$ cat src/rtl/muldiv_unit.sv
// muldiv_unit: iterative RISC-V M-extension multiply/divide unit (shift-add / restoring divide)
module muldiv_unit #(
    parameter int DATA_WIDTH = 32,
    parameter int CNT_WIDTH  = $clog2(DATA_WIDTH) + 1
) (
    input  logic                  clk_i,
    input  logic                  rst_ni,
    input  logic                  valid_i,
    output logic                  ready_o,
    input  logic [2:0]            op_i,
    input  logic [DATA_WIDTH-1:0] srcA_i,
    input  logic [DATA_WIDTH-1:0] srcB_i,
    input  logic                  kill_i,
    output logic                  valid_o,
    input  logic                  ready_i,
    output logic [DATA_WIDTH-1:0] result_o,
    output logic                  zero_o
);
    localparam int W = DATA_WIDTH;

    typedef enum logic [1:0] {IDLE, CALC, FIX, DONE} state_e;

    state_e               state_q;
    logic [CNT_WIDTH-1:0] cnt_q;
    logic [2:0]           op_q;
    logic [W-1:0]         b_q;
    logic [W:0]           hi_q;
    logic [W-1:0]         lo_q;
    logic                 neg_q;
    logic                 ready_q;
    logic                 valid_q;
    logic [W-1:0]         result_q;

    logic         a_sgn, b_sgn, neg_a, neg_b, neg_d, div_zero, ovf;
    logic [W-1:0] mag_a, mag_b, sp_res;
    logic [W:0]   mul_sum, shifted, diff, hi_d;
    logic [W-1:0] lo_d, q_s, r_s, fix_res;
    logic [2*W-1:0] prod_s;

    // Request decode: operand magnitudes, result sign and the short-cut cases
    always_comb begin
        a_sgn    = (op_i == 3'b001) || (op_i == 3'b010) || (op_i == 3'b100) || (op_i == 3'b110);
        b_sgn    = (op_i == 3'b001) || (op_i == 3'b100) || (op_i == 3'b110);
        neg_a    = a_sgn && srcA_i[W-1];
        neg_b    = b_sgn && srcB_i[W-1];
        mag_a    = neg_a ? -srcA_i : srcA_i;
        mag_b    = neg_b ? -srcB_i : srcB_i;
        neg_d    = (op_i[2] && op_i[1]) ? neg_a : (neg_a ^ neg_b);
        div_zero = op_i[2] && (srcB_i == '0);
        ovf      = op_i[2] && !op_i[0] && (srcA_i == {1'b1, {(W-1){1'b0}}}) && (srcB_i == '1);
        sp_res   = div_zero ? (op_i[1] ? srcA_i : '1) : (op_i[1] ? '0 : srcA_i);
    end

    // One iteration step (multiply: shift-add, divide: restoring subtract) and final sign fix-up
    always_comb begin
        mul_sum = hi_q + {1'b0, (lo_q[0] ? b_q : {W{1'b0}})};
        shifted = {hi_q[W-1:0], lo_q[W-1]};
        diff    = shifted - {1'b0, b_q};
        hi_d    = op_q[2] ? (diff[W] ? shifted : diff) : {1'b0, mul_sum[W:1]};
        lo_d    = op_q[2] ? {lo_q[W-2:0], ~diff[W]} : {mul_sum[0], lo_q[W-1:1]};
        prod_s  = neg_q ? -{hi_q[W-1:0], lo_q} : {hi_q[W-1:0], lo_q};
        q_s     = neg_q ? -lo_q : lo_q;
        r_s     = neg_q ? -hi_q[W-1:0] : hi_q[W-1:0];
        fix_res = op_q[2] ? (op_q[1] ? r_s : q_s)
                          : ((op_q[1:0] == 2'b00) ? prod_s[W-1:0] : prod_s[2*W-1:W]);
    end

    // Control FSM with registered handshake outputs; reset beats kill, kill beats everything else
    always_ff @(posedge clk_i) begin
        if (!rst_ni) begin
            state_q  <= IDLE;
            cnt_q    <= '0;
            op_q     <= '0;
            b_q      <= '0;
            hi_q     <= '0;
            lo_q     <= '0;
            neg_q    <= 1'b0;
            ready_q  <= 1'b1;
            valid_q  <= 1'b0;
            result_q <= '0;
        end else if (kill_i) begin
            state_q <= IDLE;
            ready_q <= 1'b1;
            valid_q <= 1'b0;
        end else begin
            case (state_q)
                IDLE: if (valid_i) begin
                    op_q    <= op_i;
                    ready_q <= 1'b0;
                    if (div_zero || ovf) begin
                        state_q  <= DONE;
                        result_q <= sp_res;
                        valid_q  <= 1'b1;
                    end else begin
                        state_q <= CALC;
                        cnt_q   <= CNT_WIDTH'(W);
                        b_q     <= op_i[2] ? mag_b : mag_a;
                        lo_q    <= op_i[2] ? mag_a : mag_b;
                        hi_q    <= '0;
                        neg_q   <= neg_d;
                    end
                end
                CALC: if (cnt_q == '0) begin
                    state_q <= FIX;
                end else begin
                    cnt_q <= cnt_q - CNT_WIDTH'(1);
                    hi_q  <= hi_d;
                    lo_q  <= lo_d;
                end
                FIX: begin
                    result_q <= fix_res;
                    valid_q  <= 1'b1;
                    state_q  <= DONE;
                end
                DONE: if (ready_i) begin
                    state_q <= IDLE;
                    valid_q <= 1'b0;
                    ready_q <= 1'b1;
                end
            endcase
        end
    end

    assign ready_o  = ready_q;
    assign valid_o  = valid_q;
    assign result_o = result_q;
    assign zero_o   = (result_q == '0);
endmodule

$ cat config.mk
export PLATFORM = sky130hd
export DESIGN_NAME = muldiv_unit
export DESIGN_NICKNAME = d
export VERILOG_FILES = /design/src/rtl/muldiv_unit.sv
export SDC_FILE = /design/constraint.sdc
export NUM_CORES = 1
export LEC_CHECK = 0
export ABC_CLOCK_PERIOD_IN_PS = 6100
export CAP_MARGIN = 20
export CORE_MARGIN = 5
export CORE_UTILIZATION = 61
export CTS_CLUSTER_SIZE = 25
export DETAILED_ROUTE_END_ITERATION = 7
export PLACE_DENSITY = 0.82
export SYNTH_ARGS = -nofsm -noshare
export SYNTH_HDL_FRONTEND = slang
export SYNTH_SLANG_ARGS = --single-unit
$ cat constraint.sdc
create_clock -name clk_i -period 6.1 [get_ports clk_i]
set_clock_uncertainty 0.15 [all_clocks]
set_input_delay 0.61 -clock clk_i [delete_from_list [all_inputs] [get_ports clk_i]]
set_output_delay 0.61 -clock clk_i [all_outputs]
set_load 0.03 [all_outputs]
# Word level (Yosys, flattened, before mapping)
# Index checks and enable logic that the tools add are counted.
word_totals:
  regBits: 143
  mem_count: 0
  out_inout_bits: 35
  rom_bits: 0
  inputBits: 72
  latch_bits: 0
  ramBits: 0
  wordCells: 114
classes:
  reduce_logical: 31
  order_cmp: 0
  n_eq_ne: 15
  n_div: 0
  n_bitwise: 5
  multipliers: 0
  shifts: 0
  muxes: 45
  n_addsub: 8
ops:
  columns: ["op", "count"]
  rows:
  - ["32-bit 2-to-1 mux", 19]
  - ["33-bit 2-to-1 mux", 5]
  - ["32-bit negator", 4]
  - ["32-bit case mux with 2 select lines", 2]
  - ["33-bit case mux with 2 select lines", 1]
  - ["32-bit == test (second input constant)", 2]
  - ["32-bit logical NOT", 2]
  - ["64-bit 2-to-1 mux", 1]
  - ["64-bit negator", 1]
  - ["33-bit by 32-bit adder with 33-bit output", 1]
  - ["33-bit by 32-bit subtractor with 33-bit output", 1]
  - ["6-bit 2-to-1 mux", 3]
  - ["2-bit != test (second input constant)", 6]
  - ["6-bit case mux with 2 select lines", 1]
  - ["4-bit AND reduction", 3]
  - ["3-bit AND reduction", 3]
  - ["2-bit 2-to-1 mux", 4]
  - ["2-bit case mux with 4 select lines", 1]
  - ["1-bit logical AND", 7]
  - ["3-bit == test (second input constant)", 2]
  - ["6-bit logical NOT", 1]
  - ["1-bit logical OR", 6]
  - ["1-bit 2-to-1 mux", 6]
  - ["2-bit nonzero test", 3]
  - ["14 further kinds", 19]

# Longest topological paths before layout
# Gate-level depths: netlist of run 1.
logic_depth:
  ltp_word: 10
  ltp_mapped: 22
  ltp_nobuf: 20

# Least setup slack after synthesis of run 1
# Ideal clock, no wire load.
synth_timing:
  kind: "register to register"
  startpoint: "register b_q[19]"
  endpoint: "register hi_q[31]"
  t_required_ps: 5820
  setup_ps: 130
  period_less_slack_ps: 4330
  setup_slack_ps: 1770
  n_path_buf: 3
  arrival_ps: 4051
  path_stages_with_launch: 20
  path_cell_list: "dfxtp_1 inv_1 ha_1 clkbuf_1 a21o_1 a311oi_1 o21bai_1 a21o_1 a211o_1 a221o_1 a21oi_1 nor2b_1 o21ai_0 a21oi_1 ha_1 clkbuf_1 clkbuf_1 a21oi_1 a2111oi_0 o31ai_1"
synth_between:
  elab_chain_len: 5
  elab_cells_between_ends: 7
  cone_classes: "2 x add/sub; 5 x mux"
synth_rtl:
  columns: ["item", "line_no", "rtl"]
  rows:
  - ["from (decl)", "26", "logic [W-1:0] b_q;"]
  - ["from (signal assigned)", "97", "b_q <= op_i[2] ? mag_b : mag_a;"]
  - ["32-bit 2-to-1 mux / 33-bit by 32-bit subtractor with 33-bit output (equally long branches)", "56, 58", null]
  - ["33-bit by 32-bit adder with 33-bit output / 33-bit 2-to-1 mux (equally long branches)", "56, 59", null]
  - ["33-bit 2-to-1 mux *", "59", "hi_d = op_q[2] ? (diff[W] ? shifted : diff) : {1'b0, mul_sum[W:1]};"]
  - ["33-bit 2-to-1 mux *", "103", "CALC: if (cnt_q == '0) begin"]
  - ["33-bit case mux with 2 select lines *", "86", "case (state_q)"]
  - ["to (signal assigned)", "107", "hi_q <= hi_d;"]
  - ["to (decl)", "27", "logic [W:0] hi_q;"]
# Every way passes the cells marked *; elsewhere a longest branch is shown, timed or not. The select of a mux whose other input is x is not followed.
# A chain may end at the register's enable or synchronous reset.

# Worst setup path after layout of run 1
layout_timing:
  startpoint: "register hi_q[2]"
  endpoint: "register lo_q[0]"
layout_between:
  elab_chain_len: 5
layout_rtl:
  columns: ["item", "line_no", "rtl"]
  rows:
  - ["33-bit by 32-bit subtractor with 33-bit output", "58", "diff = shifted - {1'b0, b_q};"]
  - ["1-bit inverter", "60", "lo_d = op_q[2] ? {lo_q[W-2:0], ~diff[W]} : {mul_sum[0], lo_q[W-1:1]};"]
  - ["32-bit 2-to-1 mux", "60", null]
  - ["32-bit 2-to-1 mux", "103", null]
  - ["32-bit case mux with 2 select lines", "86", null]
  - ["to (signal assigned)", "98", "lo_q <= op_i[2] ? mag_a : mag_b;"]
  - ["to (signal assigned)", "108", "lo_q <= lo_d;"]
  - ["to (decl)", "28", "logic [W-1:0] lo_q;"]
# Every way passes these cells. The select of a mux whose other input is x is not followed.

==> results of run 1 <==
[power by group through the flow]
stage / clock network (W) / registers, W / logic, W
final: 0.00106 / 0.00104 / 0.000964
after global routing: 0.00110 / 0.00104 / 0.00102
after CTS: 0.00105 / 0.00103 / 0.000929
after detailed placement: 0 / 0.00106 / 0.000922
after global placement: 0 / 0.00105 / 0.000913
after floorplan: 0 / 0.00103 / 0.000638
[worst min-delay path: cells and delay by family (launching register included)]
| family | cells | cell delay (ns) |
|---|---|---|
| flip-flops | 1 | 0.31 |
| AND/OR/NAND/NOR | 1 | 0.05 |
| AO/OA/AOI/OAI | 1 | 0.05 |
[stage by stage]
step | total power [W] | hold WS (ns) | cells | setup slack, ns | util (%)
5_1_grt | 0.00317 | 0.317 | 2562 | 0.872 | 67.9
3_5_place_dp | 0.00198 | 0.297 | 2530 | 1.25 | 65.7
2_1_floorplan | 0.00166 | 0.282 | 2230 | 1.77 | -
4_1_cts | 0.00301 | 0.309 | 2562 | 1.27 | 67.9
6_report | 0.00306 | 0.307 | 2562 | 1.12 | 67.9
3_3_place_gp | 0.00197 | 0.289 | 2530 | 1.20 | 65.7
[state kept, by name (all words and copies together), names as in the netlist]
name / count
result_o: 32
hi_q: 33
valid_o: 1
state_q: 2
b_q: 32
neg_q: 1
op_q: 3
lo_q: 32
cnt_q: 6
ready_o: 1
[routing by layer]
layer	share of wire (%)	global-route usage [%]	up-vias	wire, microns
met2	44	62.9	1151	26100
li1	-	-	8033	-
met1	38	51.4	8029	22400
met5	0.045	0	-	27
met4	7.2	24.6	4	4250
met3	11	8.06	213	6690
[path summary, 6_finish.rpt]
| kind | startpoint | cells after the start | to | slack (ns) |
|---|---|---|---|---|
| worst max-delay path | hi_q[2]$_SDFFE_PN0P_ | 16 | lo_q[0]$_SDFFE_PN0P_ | 1.12 |
| worst min-delay path | b_q[27]$_SDFFE_PN0P_ | 2 | b_q[27]$_SDFFE_PN0P_ | 0.31 |
| worst max register to register | hi_q[2]$_SDFFE_PN0P_ | 16 | lo_q[0]$_SDFFE_PN0P_ | 1.12 |
| worst min register to register | b_q[27]$_SDFFE_PN0P_ | 2 | b_q[27]$_SDFFE_PN0P_ | 0.31 |
[cells in the final DEF (no fill, tap or decap), drive strengths merged, types with 48 or more instances in the layout]
master	Yosys	final
clkdlybuf4s50	0	105
nand3	50	50
nand2	256	256
ha	76	76
nor3	48	48
xnor2	98	98
o21ai	183	183
a211oi	67	67
nor2	255	255
xor2	81	81
o211ai	51	51
a21oi	206	206
inv	77	86
dfxtp	143	143
[area by class of cell]
type / count / area share, %
sequential: 143 / 16.9
timing repair buffer: 135 / 7.51
clock buffer: 19 / 2.61
multi-input combinational: 1845 / 68.1
clock inverter: 13 / 0.708
inverter: 77 / 1.70
tap: 330 / 2.43
[cells by family (layout without fill, tap and decap cells)]
| logic type | after synthesis | count (layout) | synth area share [%] |
|---|---|---|---|
| flip-flops | 143 | 143 | 18.7 |
| XOR/XNOR | 179 | 179 | 10.2 |
| AND/OR/NAND/NOR | 812 | 812 | 24.9 |
| buffers and inverters | 242 | 244 | 6.15 |
| adder cells (fa/ha/maj) | 78 | 78 | 6.46 |
| AO/OA/AOI/OAI | 714 | 714 | 29.3 |
| multiplexers | 62 | 62 | 4.35 |
==> out/metrics.csv, run 1 <==
stage,metric,value,unit
synth,yosysTopAreaCellShare,18.7,%
synth,ys_top_cells_by_area,"dfxtp_1 19%, a21oi_1 6.7%, nand2_1 6.3%",
final_layout,ff_latch_area,2870,sq um
sta,tns,0,ns
outcome,outcome,"finished, final reports clean",
clock_network,post_cts_buffers,0,
worst_setup_path,crit_path_max_incr_delay,0.69,ns
synth,synth.net_count,2380,
synth,ys_seq_area_share,18.7,%
synth,ys_ff_latch,143,
detailed_routing,drt_first_pass_iters,7,
place,dp_hpwl,44.7,mm
final_layout,fillCellCount,2182,
synth,mappedNetlistArea,15300,sq um
pwr,p_clk_share,34.5,%
global_routing,grt_pass1_wl,90.9,mm
job,drv_cap,0,
sta,fin_crit_sh,81.6,%
floorplan,initial_core_util,61.4,%
clock_network,clk_pin_slew_worst_paths,0.07,ns
worst_setup_path,cp.arrival,5.19,ns
global_routing,grt_use_total,40.3,%
clock_network,clkLatencyLatePin,0.44,ns
synth,synthTopCellsByCount,"256 x nand2_1, 253 x nor2_1, 205 x a21oi_1, 176 x o21ai_0, 143 x dfxtp_1",
clock_network,cts.sinks,143,
synth,ys_warn_count,0,
floorplan,die-area,28400,sq um
worst_setup_path,crit_chain,ha_1 -> o211a_1 -> o31a_1 -> o2111ai_1 -> a211oi_1 -> a211o_1 -> a221o_1 -> a21oi_1 -> nor2b_1 -> o21ai_0 -> a21oi_1 -> ha_1 -> nand2_1 -> a311oi_1 -> a21oi_1 -> nor2_1,
final_layout,antenna_cells,0,
final_layout,syn_to_final_growth,10.6,%
pwr,vdd_drop_max,170,uV
floorplan,fp-row-count,58,
sta,fmax,0.201,GHz
sta,relSlewSlack,17.7,%
synth,synthCells,2230,
place,place.gp.congestion,1.08,
final_layout,drive_gt1_share,5.69,%
pwr,sequentialPowerShare,34.0,%
worst_setup_path,worstPathMaxFanout,14,
worst_setup_path,cp-start-kind,register,
synth,synth_edf_count,0,
sta,min_period,4.98,ns
global_routing,grt_pass1_vias,15900,
synth,synthDistinctLibCells,84,
detailed_routing,vias_per_cell,6.80,
clock_network,cts_resized,0,
worst_setup_path,endpoint_kind,register,
synth,ys_async_sr_fraction,0,%
pwr,combPwrFrac,31.5,%
floorplan,fp.dieH,169,microns
clock_network,tritoncts,done,
synth,synth-main-ff-cell,dfxtp_1,
clock_network,cts-buffers-inserted,17,
floorplan,core,25000,sq um
detailed_routing,drc_errors,0,
detailed_routing,wl_per_cell,23.2,microns
sta,maxSlewViolCount,0,
clock_network,clock_path_buffers,2,
place,dpl-instance-area,16400,sq um
synth,yosysMostFrequentCell,nand2_1,
clock_network,htreeDepth,4,
place,numPortBuffers,106,
pwr,p_sw_share,38.7,%
hold_path,hp-class,reg2reg,
detailed_routing,drt_iter0_markers,2463,
floorplan,die_width,169,microns
worst_setup_path,cpLargestDelayFamily,compound AO/OA/AOI/OAI gates,
detailed_routing,ant_nets,0,
worst_setup_path,crit_type,reg2reg,
clock_network,holdBufCountCts,0,
synth,yosys.area.top_type,dfxtp_1,
sta,worstMarginPinSlew,1.22,ns
pwr,leakage,6.32,nW
sta,rsz0062_at_grt,false,
sta,setup_viol,0,
global_routing,grt-ovfl-total,0,
sta,finalHoldViolCount,0,
final_layout,fin_nets,2369,
detailed_routing,drt_wl_total,59.4,mm
worst_setup_path,required,6.32,ns
pwr,p_int,0.00187,W
floorplan,boundaryPins,107,
worst_setup_path,cp.buffers_inverters,0,
final_layout,multiInputGateArea,11600,sq um
detailed_routing,vias,17400,
global_routing,antenna_found_initial,2,
pwr,power_switching,0.00118,W
final_layout,fin_area,17000,sq um
global_routing,grt_max_degree,75,
worst_setup_path,crit_slowest_cell,a311oi_1,
worst_setup_path,crit_path_frequent_cell,a21oi_1,
synth,synth.avg_cell_area,6.88,sq um
clock_network,clock_tree.root_cell,clkbuf_16,
pwr,p_per_area,180,nW/um^2
(Power assumes the default switching activity.)
==> run 2, diff against run 1 <==
--- a/config.mk
+++ b/config.mk
@@ -5,7 +5,7 @@
 export SDC_FILE = /design/constraint.sdc
 export NUM_CORES = 1
 export LEC_CHECK = 0
-export ABC_CLOCK_PERIOD_IN_PS = 6100
+export ABC_CLOCK_PERIOD_IN_PS = 4600
 export CAP_MARGIN = 20
 export CORE_MARGIN = 5
 export CORE_UTILIZATION = 61
==> constraint.sdc (replaced) <==
create_clock -name clk_i -period 4.6 [get_ports clk_i]
set_clock_uncertainty 0.15 [all_clocks]
set_input_delay 0.46 -clock clk_i [delete_from_list [all_inputs] [get_ports clk_i]]
set_output_delay 0.46 -clock clk_i [all_outputs]
set_load 0.03 [all_outputs]
==> run 2 against run 1 <==
Against the previous run:
- the run now ends with design-rule violations left
- register-to-register slack lost 0.90 ns
- worst hold slack got worse by 0.0039 ns
- sequential power increased by 33%
- via count up 1.9%
- core utilization up 1.7 points
==> out/metrics.csv, run 2 (synthesis gave the netlist of run 1 again) <==
stage,metric,value,unit
outcome,outcome,"complete, but fails checks",
outcome,violations,design-rule violations,
sta,fin_ws,0.223,ns
floorplan,fp.dieH,169,microns
pwr,p_per_area,237,nW/um^2
clock_network,holdBufCountCts,0,
worst_setup_path,crit_chain,inv_1 -> ha_1 -> fa_1 -> nor2b_1 -> o31a_1 -> o2111ai_1 -> a211oi_1 -> a211o_1 -> a221o_1 -> a21oi_1 -> nor2b_1 -> o21ai_0 -> a21oi_1 -> ha_1 -> buf_12 -> nand2_1 -> o22ai_1 -> nand2_1 -> o21ai_0 -> nand3_1 -> a21oi_1,
worst_setup_path,required,4.81,ns
clock_network,clock_path_buffers,2,
place,dpl_worst_slack,0.314,ns
clock_network,clkLatencyLatePin,0.44,ns
sta,maxSlewViolCount,0,
pwr,power_switching,0.00158,W
floorplan,boundaryPins,107,
final_layout,final_common_cell,nand2_1,
final_layout,antenna_cells,0,
floorplan,die_width,169,microns
clock_network,tritoncts,done,
clock_network,cts_resized,0,
detailed_routing,wl_per_cell,23.0,microns
floorplan,core,25000,sq um
clock_network,clk_pin_slew_worst_paths,0.07,ns
worst_setup_path,crit_type,reg2reg,
final_layout,syn_to_final_growth,13.3,%
global_routing,met3_usage,10.7,%
pwr,sequentialPowerShare,33.5,%
global_routing,grt_use_total,40.6,%
detailed_routing,vias,17800,
worst_setup_path,cp-start-kind,register,
sta,relSlewSlack,29.5,%
detailed_routing,drt_wl_total,60.0,mm
worst_setup_path,cp.buffers_inverters,2,
place,dpl-instance-area,16800,sq um
final_layout,final_cell_mix,"256 x nand2_1, 252 x nor2_1, 205 x a21oi_1, 176 x o21ai_0, 141 x dfxtp_1",
global_routing,busiest_layer,met2,
sta,worstMarginPinSlew,1.06,ns
final_layout,drive_gt1_share,7.93,%
global_routing,use_met1,51.6,%
global_routing,grt_max_degree,86,
final_layout,fin_nets,2419,
final_layout,fillCellCount,2264,
sta,finalHoldViolCount,0,
detailed_routing,ant_nets,0,
global_routing,grt_pass1_vias,16100,
detailed_routing,drt_iter0_markers,2534,
pwr,vdd_drop_max,217,uV
worst_setup_path,endpoint_kind,register,
worst_setup_path,cp.arrival,4.59,ns
pwr,p_clk_share,34.9,%
pwr,combPwrFrac,31.6,%
global_routing,antenna_found_initial,3,
clock_network,post_cts_buffers,0,
place,numPortBuffers,106,
worst_setup_path,cpLargestDelayFamily,compound AO/OA/AOI/OAI gates,
place,dp_hpwl,46.0,mm
pwr,leakage,6.60,nW
floorplan,initial_core_util,61.4,%
final_layout,ff_latch_area,2870,sq um
global_routing,grt-ovfl-total,0,
pwr,p_int,0.00254,W
final_layout,multiInputGateArea,11600,sq um
worst_setup_path,crit_path_max_incr_delay,0.35,ns
clock_network,cts-buffers-inserted,17,
place,dp.cells,2580,
final_layout,layout.core_utilization,69.6,%
pwr,p_sw_share,38.4,%
job,drv_cap,0,
pwr,design_power_total,0.00412,W
sta,setup_viol,0,
worst_setup_path,crit_slowest_cell,a221o_1,
global_routing,globalRouteMet2Util,62.1,%
detailed_routing,drc_errors,1,
worst_setup_path,crit_path_frequent_cell,a21oi_1,
clock_network,cts.sinks,143,
clock_network,htreeDepth,4,
detailed_routing,drt_first_pass_iters,8,
final_layout,fin_area,17400,sq um
final_layout,stdcell_count,2612,
floorplan,die-area,28400,sq um
worst_setup_path,worstPathMaxFanout,26,
global_routing,grt_pass1_wl,91.4,mm
sta,fmax,0.228,GHz
hold_path,hp-class,reg2reg,
final_layout,regMostFlops,hi_q,
final_layout,largest_reg_flops,33,
sta,fin_crit_sh,95.1,%
floorplan,fp-row-count,58,
place,place.gp.congestion,1.06,
clock_network,clock_tree.root_cell,clkbuf_16,
sta,min_period,4.38,ns
detailed_routing,vias_per_cell,6.80,
==> run 2: cell types whose count changed in the layout (fill, tap and decap cells not counted), sizes merged <==
cell      change
buf          +50
clkinvlp      -2
clkinv        +3
clkbuf        -2
bufinv        +1
==> run 2: power groups by stage <==
stage	clock network (W)	registers (W)	logic [W]
global placement	0	0.00140	0.00123
detailed placement	0	0.00140	0.00125
floorplan	0	0.00136	0.000846
finish	0.00144	0.00138	0.00130
CTS	0.00143	0.00138	0.00125
global route	0.00150	0.00139	0.00138
==> run 2: area by class of cell <==
cell class,count,share of cell area (%)
inverters,77,1.66
well taps,330,2.37
flip-flops and latches,143,16.5
clock inverters,15,0.856
multi-input cells,1845,66.5
repair buffers,185,9.65
clock buffers,17,2.45
==> run 2: path summary, 6_finish.rpt <==
kind,startpoint,end,slack [ns],cells after the start
worst min-delay path,b_q[11]$_SDFFE_PN0P_,b_q[11]$_SDFFE_PN0P_,0.30,2
worst max register to register,lo_q[31]$_SDFFE_PN0P_,hi_q[3]$_SDFFE_PN0P_,0.22,21
worst min register to register,b_q[11]$_SDFFE_PN0P_,b_q[11]$_SDFFE_PN0P_,0.30,2
worst max-delay path,lo_q[31]$_SDFFE_PN0P_,hi_q[3]$_SDFFE_PN0P_,0.22,21
==> run 2: layer usage <==
layer  share of wire, %  vias up  routed length [microns]
li1                   -     8138                        -
met1                 38     8173                    22800
met2                 42     1189                    25500
met3                 12      260                     7270
met4                7.3        6                     4400
met5              0.057        -                       34
==> run 2: worst reg2reg max path, delay by kind of cell, from the launching register on <==
family	cells	cell delay, ns
DFF	1	0.31
and+or+nand+nor	5	0.49
buffers and inverters	2	0.31
AOI/OAI and AO/OA	11	2.29
adders and majority gates	3	0.76
==> run 2: stage by stage <==
| stage | hold slack [ns] | setup TNS (ns) |
|---|---|---|
| global placement | 0.289 | 0 |
| global route | 0.322 | -0.0149 |
| finish | 0.303 | 0 |
| CTS | 0.303 | 0 |
| detailed placement | 0.295 | 0 |
| floorplan | 0.282 | 0 |
